<file path="src/rtl/seg7_pkg.sv">
// Shared constants, segment table and output bundle for the 8-digit
// common-anode 7-segment scan driver.
package seg7_pkg;
  localparam int         NUM_DIGITS = 8;
  localparam logic [6:0] SEG_BLANK  = 7'h7F;
  localparam logic [7:0] AN_OFF     = 8'hFF;

  // Active-low {g,f,e,d,c,b,a}, indexed by hex value 0..F.
  localparam logic [6:0] SEG_TABLE [16] = '{
    7'h40, 7'h79, 7'h24, 7'h30, 7'h19, 7'h12, 7'h02, 7'h78,
    7'h00, 7'h10, 7'h08, 7'h03, 7'h46, 7'h21, 7'h06, 7'h0E
  };

  typedef struct packed {
    logic [7:0] an;
    logic [6:0] seg;
    logic       dp;
  } disp_t;

  localparam disp_t DISP_RESET = '{an: AN_OFF, seg: SEG_BLANK, dp: 1'b1};
endpackage

</file>
<file path="src/rtl/seg7_hex_decode.sv">
// Combinational hex nibble to active-low 7-segment pattern.
module seg7_hex_decode
  import seg7_pkg::*;
(
  input  logic [3:0] nib,
  output logic [6:0] seg
);
  assign seg = SEG_TABLE[nib];
endmodule

</file>
<file path="src/rtl/seg7_scan_driver.sv">
// Time-multiplexed 8-digit hex display driver with frame-aligned input
// shadowing, leading-zero blanking, dead time and halt blink.
module seg7_scan_driver
  import seg7_pkg::*;
#(
  parameter int CLK_DIV      = 100000,
  parameter int DEAD         = 2,
  parameter int BLINK_FRAMES = 64
) (
  input  logic        clk,
  input  logic        rst_n,
  input  logic [31:0] value,
  input  logic        halt,
  input  logic        blank_lz,
  output logic [7:0]  an,
  output logic [6:0]  seg,
  output logic        dp
);
  localparam int PW = $clog2(CLK_DIV);
  localparam int IW = $clog2(NUM_DIGITS);
  localparam int FW = (BLINK_FRAMES > 1) ? $clog2(BLINK_FRAMES) : 1;

  logic [PW-1:0] pre;
  logic [IW-1:0] idx, msd;
  logic [31:0]   sh_val;
  logic          sh_halt, ph, tick, frame, blank;
  logic [FW-1:0] fc;
  logic [6:0]    dec_seg;
  disp_t         disp_d, disp_q;

  assign tick  = (pre == PW'(CLK_DIV - 1));
  assign frame = tick && (idx == IW'(NUM_DIGITS - 1));

  always_ff @(posedge clk or negedge rst_n) begin
    if (!rst_n) begin
      pre     <= '0;
      idx     <= '0;
      sh_val  <= '0;
      sh_halt <= 1'b0;
      fc      <= '0;
      ph      <= 1'b1;
    end else begin
      pre <= tick ? '0 : pre + PW'(1);
      if (tick) idx <= idx + IW'(1);
      if (frame) begin
        sh_val  <= value;
        sh_halt <= halt;
        // Counting starts only on the boundary after halt was captured;
        // dropping halt restores a steady phase for the very next frame.
        if (sh_halt && halt) begin
          if (fc == FW'(BLINK_FRAMES - 1)) begin
            fc <= '0;
            ph <= ~ph;
          end else begin
            fc <= fc + FW'(1);
          end
        end else begin
          fc <= '0;
          ph <= 1'b1;
        end
      end
    end
  end

  // Most significant nonzero digit; an all-zero word resolves to digit 0.
  always_comb begin
    msd = '0;
    for (int k = 1; k < NUM_DIGITS; k++)
      if (sh_val[4*k +: 4] != 4'h0) msd = IW'(k);
  end

  assign blank = blank_lz && (idx > msd);

  seg7_hex_decode u_dec (
    .nib (sh_val[{idx, 2'b00} +: 4]),
    .seg (dec_seg)
  );

  always_comb begin
    disp_d     = DISP_RESET;
    disp_d.seg = blank ? SEG_BLANK : dec_seg;
    disp_d.dp  = blank | ~((idx == '0) && sh_halt);
    if ((int'(pre) >= DEAD) && ph && !blank)
      disp_d.an = ~(8'(1) << idx);
  end

  always_ff @(posedge clk or negedge rst_n) begin
    if (!rst_n) disp_q <= DISP_RESET;
    else        disp_q <= disp_d;
  end

  assign an  = disp_q.an;
  assign seg = disp_q.seg;
  assign dp  = disp_q.dp;
endmodule

</file>
<file path="config.mk">
export PLATFORM = sky130hd
export DESIGN_NAME = seg7_scan_driver
export DESIGN_NICKNAME = d
export VERILOG_FILES = /design/src/rtl/seg7_pkg.sv /design/src/rtl/seg7_hex_decode.sv /design/src/rtl/seg7_scan_driver.sv
export SDC_FILE = /design/constraint.sdc
export NUM_CORES = 1
export LEC_CHECK = 0
export CAP_MARGIN = 20
export CELL_PAD_IN_SITES_DETAIL_PLACEMENT = 2
export CELL_PAD_IN_SITES_GLOBAL_PLACEMENT = 2
export CORE_UTILIZATION = 31
export DETAILED_ROUTE_END_ITERATION = 16
export PLACE_DENSITY_LB_ADDON = 0.1
export SLEW_MARGIN = 15
export SYNTH_ARGS = -nofsm -noshare
export SYNTH_HDL_FRONTEND = slang
export SYNTH_SLANG_ARGS = --single-unit
</file>
<file path="constraint.sdc">
create_clock -name clk -period 2.6 [get_ports clk]
set_input_delay 0.39 -clock clk [delete_from_list [all_inputs] [get_ports clk]]
set_output_delay 0.39 -clock clk [all_outputs]
set_load 0.03 [all_outputs]
</file>
==> impl_metrics.sql, run 1 <==
INSERT INTO impl_metrics (metric_group, metric, value, unit) VALUES
('sta', 'post-route-min-period', '2.48', 'ns'),
('placement', 'port-buffer-count', '51', ''),
('synthesis', 'synthArstFlopShare', '100', '%'),
('pwr', 'totalPowerFinal', '2560', 'uW'),
('sta', 'min_period_over_period', '95.2', '%'),
('sta', 'post-route-worst-setup-slack', '0.124', 'ns'),
('synthesis', 'synthesis.nets', '444', ''),
('routing', 'first_iter_violations', '113', ''),
('synthesis', 'yosys_most_used_dff', 'dfrtp_1', ''),
('critical_path', 'most_used_cell_cp', 'nand2_1', ''),
('sta', 'maxSlewHeadroom', '49.7', '%'),
('global_route', 'pin_count_of_the_biggest_net_entering_global_routing', '77', ''),
('status', 'outcome', 'finished with violations', ''),
('clock_network', 'clk_path_buf_depth', '2', ''),
('pwr', 'max_vdd_drop', '0.000255', 'V'),
('synthesis', 'synth.most_common_cell', 'nand2_1', ''),
('critical_path', 'worst_endpoint_data_arrival_time', '2.75', 'ns'),
('clock_network', 'cts_htree_levels', '3', ''),
('routing', 'route.detailed.wl_per_inst', '17.4', 'um'),
('placement', 'dpl_worst_slack', '-0.107', 'ns'),
('synthesis', 'yosysTopAreaCellShare', '39.2', '%'),
('routing', 'detail_route.vias_per_cell', '5.03', ''),
('hold_path', 'min-delay-path-class', 'in2async', ''),
('synthesis', 'synthesis.area', '0.00377', 'mm2'),
('clock_network', 'clock_input_transition_at_the_sequential_cells_of_the_worst_setup_and_hold_paths', '0.06', 'ns'),
('clock_network', 'cts_buf_count', '9', ''),
('synthesis', 'synth_top_cells_by_count', '126 x nand2_1, 59 x dfrtp_1, 22 x nand3_1', ''),
('clock_network', 'cts.root.buffer_cell', 'clkbuf_16', ''),
('pwr', 'leakage', '0.00206', 'uW'),
('critical_path', 'critical_path.top_delay_family', 'simple AND/OR/NAND/NOR gates', ''),
('status', 'violations', 'DRC', ''),
('synthesis', 'synth_cells', '390', ''),
('clock_network', 'tritoncts_clock_tree', 'yes', ''),
('flow_run', 'cap_viol_max_count', '0', ''),
('die', 'io_pins', '52', ''),
('routing', 'first_pass_iters', '10', ''),
('sta', 'setup_viol_count_final', '0', ''),
('critical_path', 'worst-r2r-cell-count', '9', ''),
('sta', 'final.hold.worst_slack', '0.0539', 'ns'),
('clock_network', 'cts.sink_count', '76', ''),
('critical_path', 'crit_required', '2.87', 'ns'),
('clock_network', 'insertion_delay', '0.35', 'ns'),
('global_route', 'grt_pass1_vias', '3390', ''),
('critical_path', 'path_class', 'reg2reg', ''),
('synthesis', 'yosys-top-cells-area', 'dfrtp_1 39%, nand2_1 13%, dfstp_2 12%', ''),
('critical_path', 'setup.worst_path.start_class', 'flip-flop', ''),
('sta', 'slew_violations', '0', ''),
('global_route', 'grt_first_pass_wirelength', '18000', 'um'),
('cells_and_area', 'nets', '507', ''),
('routing', 'via_count', '3025', ''),
('routing', 'route.detailed.drc', '4', ''),
('synthesis', 'seq_total_area_yosys', '51.0', '%'),
('sta', 'worst_clock_skew', '0.00949', 'ns'),
('synthesis', 'synth_area_per_cell', '9.66', 'um2'),
('synthesis', 'synth-edff-count', '0', ''),
('pwr', 'power.density', '519', 'mW/mm2'),
('clock_network', 'cts_hold_buf', '0', ''),
('die', 'die_w', '112', 'um'),
('die', 'die_height', '112', 'um'),
('critical_path', 'worst-path-max-fanout', '4', ''),
('die', 'initial_core_utilization', '32.4', '%'),
('routing', 'drtAntennaViolNets', '0', ''),
('critical_path', 'r2r_start', 'sh_val[21]', ''),
('global_route', 'grt-ovfl-total', '0', ''),
('sta', 'hold_viol', '0', ''),
('placement', 'routabilityCongestion', '0.769', ''),
('sta', 'worstMarginPinSlew', '0.748', 'ns'),
('sta', 'tns', '0', 'ns'),
('synthesis', 'synth_seq_cells', '76', ''),
('critical_path', 'path_cells', 'or4_4 > o21ai_1 > nand2_1 > ha_1 > nand3_1 > nand2_1 > a21oi_2 > or4_1 > o311a_1', ''),
('cells_and_area', 'area.growth.synth_to_final', '30.9', '%');
[cells in the final DEF, fill, tap and decap left out, drive strengths merged, types with 13 or more instances in the layout]
cell type	Yosys	routed
dfrtp	59	59
buf	9	17
dfstp	17	17
ha	18	18
o21ai	13	13
clkdlybuf4s50	0	50
nand3	22	22
nor2	20	20
nand2	126	126
[registers in the layout, summed over array words and instances (netlist names)]
name / count
sh_val: 32
seg: 7
sh_halt: 1
ph: 1
dp: 1
fc: 6
an: 8
idx: 3
pre: 17
[per-stage QoR]
stage	instance area [um2]	util, %	std cells
5_1_grt	4930	42.5	601
4_1_cts	4870	41.9	600
2_1_floorplan	3770	-	390
6_report	4930	42.5	601
3_3_place_gp	4550	39.1	584
3_5_place_dp	4550	39.1	584
[layout make-up]
cell class | count | area [um2]
Clock buffer | 11 | 253
Clock inverter | 5 | 50.0
Tap cell | 143 | 179
Timing Repair Buffer | 67 | 676
Inverter | 11 | 41.3
Sequential cell | 76 | 1930
Fill cell | 1255 | 6680
Multi-Input combinational cell | 288 | 1810
[what timing repair did]
action | in CTS | in global routing
setup buffers | 0 | 1
endpoints found under the setup margin | 7 | 12
gates resized for setup | 4 | 17
pin swaps | 0 | 2
[metal layers]
layer  GRT usage (%)  vias up  part of all wire (%)
met3            3.08       17                   2.4
met5               0        -                     0
li1                -     1443                     -
met2            31.3       49                    50
met4            8.36        0                   2.6
met1            24.0     1516                    45
[report_power, final]
| part | internal (uW) | leakage, uW | switching, uW |
|---|---|---|---|
| Sequential | 1180 | 0.000792 | 0 |
| Clock | 789 | 0.000155 | 501 |
| Combinational | 49.7 | 0.00111 | 36.1 |
[worst max path at each step]
| stage | to | slack [ns] | depth (start not counted) | from |
|---|---|---|---|---|
| 6_report | seg[0] | 0.12 | 9 | sh_val[21] |
| 3_5_place_dp | seg[0] | -0.11 | 11 | sh_val[9] |
| 2_1_floorplan | seg[0] | 0.15 | 7 | idx[0] |
| 3_3_place_gp | seg[0] | 0.06 | 10 | sh_val[17] |
| 4_1_cts | seg[0] | 0.009 | 7 | idx[0] |
| 5_1_grt | seg[0] | -0.01 | 10 | sh_val[21] |
[worst register-to-register path, stage by stage (launching register included)]
cell,delay [ns]
dfrtp_1,0.43
or4_4,0.56
o21ai_1,0.16
nand2_1,0.07
ha_1,0.29
nand3_1,0.07
nand2_1,0.12
a21oi_2,0.06
or4_1,0.52
o311a_1,0.12
[cells by family after synthesis]
| group | synth area share, % |
|---|---|
| AO/OA/AOI/OAI | 5.84 |
| adder cells (fa/ha/maj) | 5.98 |
| flip-flops | 51.0 |
| buffers and inverters | 3.12 |
| XOR/XNOR | 3.72 |
| AND/OR/NAND/NOR | 23.4 |
| multiplexers | 6.91 |
(Power assumes the default switching activity.)
==> run 2, diff against run 1 <==
--- a/config.mk
+++ b/config.mk
@@ -6,9 +6,9 @@
 export NUM_CORES = 1
 export LEC_CHECK = 0
 export CAP_MARGIN = 20
-export CELL_PAD_IN_SITES_DETAIL_PLACEMENT = 2
-export CELL_PAD_IN_SITES_GLOBAL_PLACEMENT = 2
-export CORE_UTILIZATION = 31
+export CELL_PAD_IN_SITES_DETAIL_PLACEMENT = 1
+export CELL_PAD_IN_SITES_GLOBAL_PLACEMENT = 1
+export CORE_UTILIZATION = 38
 export DETAILED_ROUTE_END_ITERATION = 16
 export PLACE_DENSITY_LB_ADDON = 0.1
 export SLEW_MARGIN = 15
==> impl_metrics.sql, run 2 (synthesized netlist as in run 1, its figures left out) <==
INSERT INTO impl_metrics (metric_group, metric, value, unit) VALUES
('sta', 'hold_viol', '0', ''),
('sta', 'timing.fmax', '408', 'MHz'),
('die', 'core_region_area', '0.00942', 'mm2'),
('global_route', 'pin_count_of_the_biggest_net_entering_global_routing', '40', ''),
('flow_run', 'cap_viol_max_count', '0', ''),
('hold_path', 'min-delay-path-class', 'in2async', ''),
('critical_path', 'worst-r2r-setup-slack', '0.15', 'ns'),
('routing', 'first_pass_iters', '4', ''),
('placement', 'dpl_worst_slack', '-0.109', 'ns'),
('critical_path', 'worstSetupEndpointType', 'flip-flop', ''),
('cells_and_area', 'area.growth.synth_to_final', '30.3', '%'),
('die', 'die_height', '102', 'um'),
('global_route', 'antenna_found_initial', '0', ''),
('pwr', 'max_vdd_drop', '0.000235', 'V'),
('global_route', 'grt_first_pass_wirelength', '15700', 'um'),
('clock_network', 'cts_buf_count', '9', ''),
('cells_and_area', 'final_cell_mix', '125 x nand2_1, 56 x dfrtp_1, 50 x clkdlybuf4s50_1, 22 x nand3_1, 20 x nor2_1', ''),
('critical_path', 'critical_path.top_delay_family', 'simple AND/OR/NAND/NOR gates', ''),
('critical_path', 'r2r_start', 'sh_val[10]', ''),
('sta', 'post-route-worst-setup-slack', '0.148', 'ns'),
('critical_path', 'path_cells', 'nor4_4 > buf_4 > a21oi_2 > nor2_1 > ha_1 > nor2b_4 > o21ai_2 > a21oi_2 > or4_4 > o311a_1', ''),
('cells_and_area', 'diodes', '0', ''),
('routing', 'detail_route.vias_per_cell', '5.12', ''),
('clock_network', 'insertion_delay', '0.36', 'ns'),
('critical_path', 'most_used_cell_cp', 'a21oi_2', ''),
('global_route', 'track_usage', '20.4', '%'),
('cells_and_area', 'finalInstanceArea', '0.00491', 'mm2'),
('critical_path', 'critical_path_cell_with_the_highest_stage_delay', 'dfrtp_2', ''),
('placement', 'routabilityCongestion', '0.855', ''),
('clock_network', 'clock_input_transition_at_the_sequential_cells_of_the_worst_setup_and_hold_paths', '0.08', 'ns'),
('cells_and_area', 'nets', '509', ''),
('sta', 'slew_violations', '0', ''),
('routing', 'first_iter_violations', '130', ''),
('clock_network', 'tritoncts_clock_tree', 'yes', ''),
('die', 'io_pins', '52', ''),
('cells_and_area', 'largest-register', 'sh_val', ''),
('routing', 'drtAntennaViolNets', '0', ''),
('placement', 'postPlaceCellArea', '0.00451', 'mm2'),
('routing', 'route.detailed.wl_per_inst', '16.2', 'um'),
('die', 'initial_core_utilization', '40.0', '%'),
('cells_and_area', 'register_area', '0.00193', 'mm2'),
('critical_path', 'setup.worst_path.start_class', 'flip-flop', ''),
('pwr', 'power.density', '489', 'mW/mm2'),
('global_route', 'grt_pass1_vias', '3171', ''),
('critical_path', 'critPathMaxStageDelay', '0.45', 'ns'),
('critical_path', 'worstPathBufferInverterCount', '1', ''),
('clock_network', 'cts.root.buffer_cell', 'clkbuf_8', ''),
('die', 'dieArea', '0.0103', 'mm2'),
('cells_and_area', 'drive_above_1_share', '18.0', '%'),
('sta', 'maxSlewHeadroom', '50.1', '%'),
('critical_path', 'worst-path-max-fanout', '3', ''),
('placement', 'port-buffer-count', '51', ''),
('cells_and_area', 'post-route-util', '52.2', '%'),
('critical_path', 'timing.rr.end', 'seg[0]', ''),
('pwr', 'leakage', '0.00208', 'uW'),
('placement', 'dp_hpwl', '6810', 'um'),
('routing', 'via_count', '3013', ''),
('cells_and_area', 'fillerInstances', '1065', ''),
('critical_path', 'worst_endpoint_data_arrival_time', '2.74', 'ns'),
('routing', 'routed_wl', '9530', 'um'),
('critical_path', 'path_class', 'reg2reg', ''),
('critical_path', 'crit_required', '2.89', 'ns'),
('cells_and_area', 'final_common_cell', 'nand2_1', ''),
('routing', 'route.detailed.drc', '0', ''),
('critical_path', 'worst-r2r-cell-count', '10', ''),
('sta', 'worstMarginPinSlew', '0.748', 'ns'),
('sta', 'min_period_over_period', '94.3', '%'),
('sta', 'post-route-min-period', '2.45', 'ns'),
('sta', 'tns', '0', 'ns'),
('cells_and_area', 'multiInputGateArea', '0.00185', 'mm2'),
('clock_network', 'clk_path_buf_depth', '2', ''),
('sta', 'setup_viol_count_final', '0', ''),
('global_route', 'grt-ovfl-total', '0', ''),
('clock_network', 'cts.sink_count', '76', ''),
('status', 'outcome', 'finished clean', ''),
('clock_network', 'cts_htree_levels', '3', ''),
('die', 'num_rows', '35', ''),
('sta', 'worst_clock_skew', '0.0139', 'ns'),
('die', 'die_w', '102', 'um'),
('cells_and_area', 'largest_reg_flops', '32', '');
-- run 2: cell types whose count changed in the layout (fill, tap and decap cells not counted), moves of 2 or more --
cell and change:
a21boi_1 -2, buf_4 +3, bufinv_16 +2, clkbuf_16 -9, clkbuf_8 +9, clkinv_2 -3
nor4_4 +2, or4_1 -2, or4_4 +2
-- run 2: worst max path at each step --
stage                     startpoint  endpoint  slack, ns  cells past startpoint
after global routing      sh_val[10]     an[4]     -0.005                     12
after global placement    sh_val[17]    seg[0]        0.1                     10
final                     sh_val[10]    seg[0]       0.15                     10
after detailed placement   sh_val[9]    seg[0]      -0.11                     11
after floorplan               idx[0]    seg[0]       0.15                      7
after CTS                 sh_val[19]    seg[0]      0.007                     10
-- run 2: area by class of cell --
class / instances / share of cell area (%)
tap: 129 / 3.29
multi-input combinational: 288 / 37.7
clock buffer: 12 / 3.16
clock inverter: 4 / 1.94
inverter: 11 / 0.841
sequential: 76 / 39.2
timing repair buffer: 69 / 13.8
-- run 2: what timing repair did --
action                     in CTS  in global routing
hold buffers                    0                  0
gates resized for setup         4                 24
pin swaps                       2                 11
buffers inserted                2                  2
setup endpoints to repair      10                 12
-- run 2: where the power goes --
part           internal [uW]  switching [uW]
Combinational           51.5            35.3
Clock                    689             444
Sequential              1180               0
-- run 2: metal layers --
metal	up-vias	global-route usage, %	wire length [um]
met1	1484	25.5	4400
met4	0	9.81	264
met3	20	3.66	242
met2	58	34.1	4620
li1	1451	-	-
met5	-	0	0
-- run 2: stage by stage --
| step | hold slack [ns] | instances | total power [uW] |
|---|---|---|---|
| 6_report | 0.0879 | 589 | 2400 |
| 3_5_place_dp | 0.494 | 569 | 1290 |
| 2_1_floorplan | 0.0944 | 390 | 1210 |
| 3_3_place_gp | 0.479 | 569 | 1290 |
| 5_1_grt | 0.132 | 589 | 2500 |
| 4_1_cts | 0.0998 | 587 | 2440 |
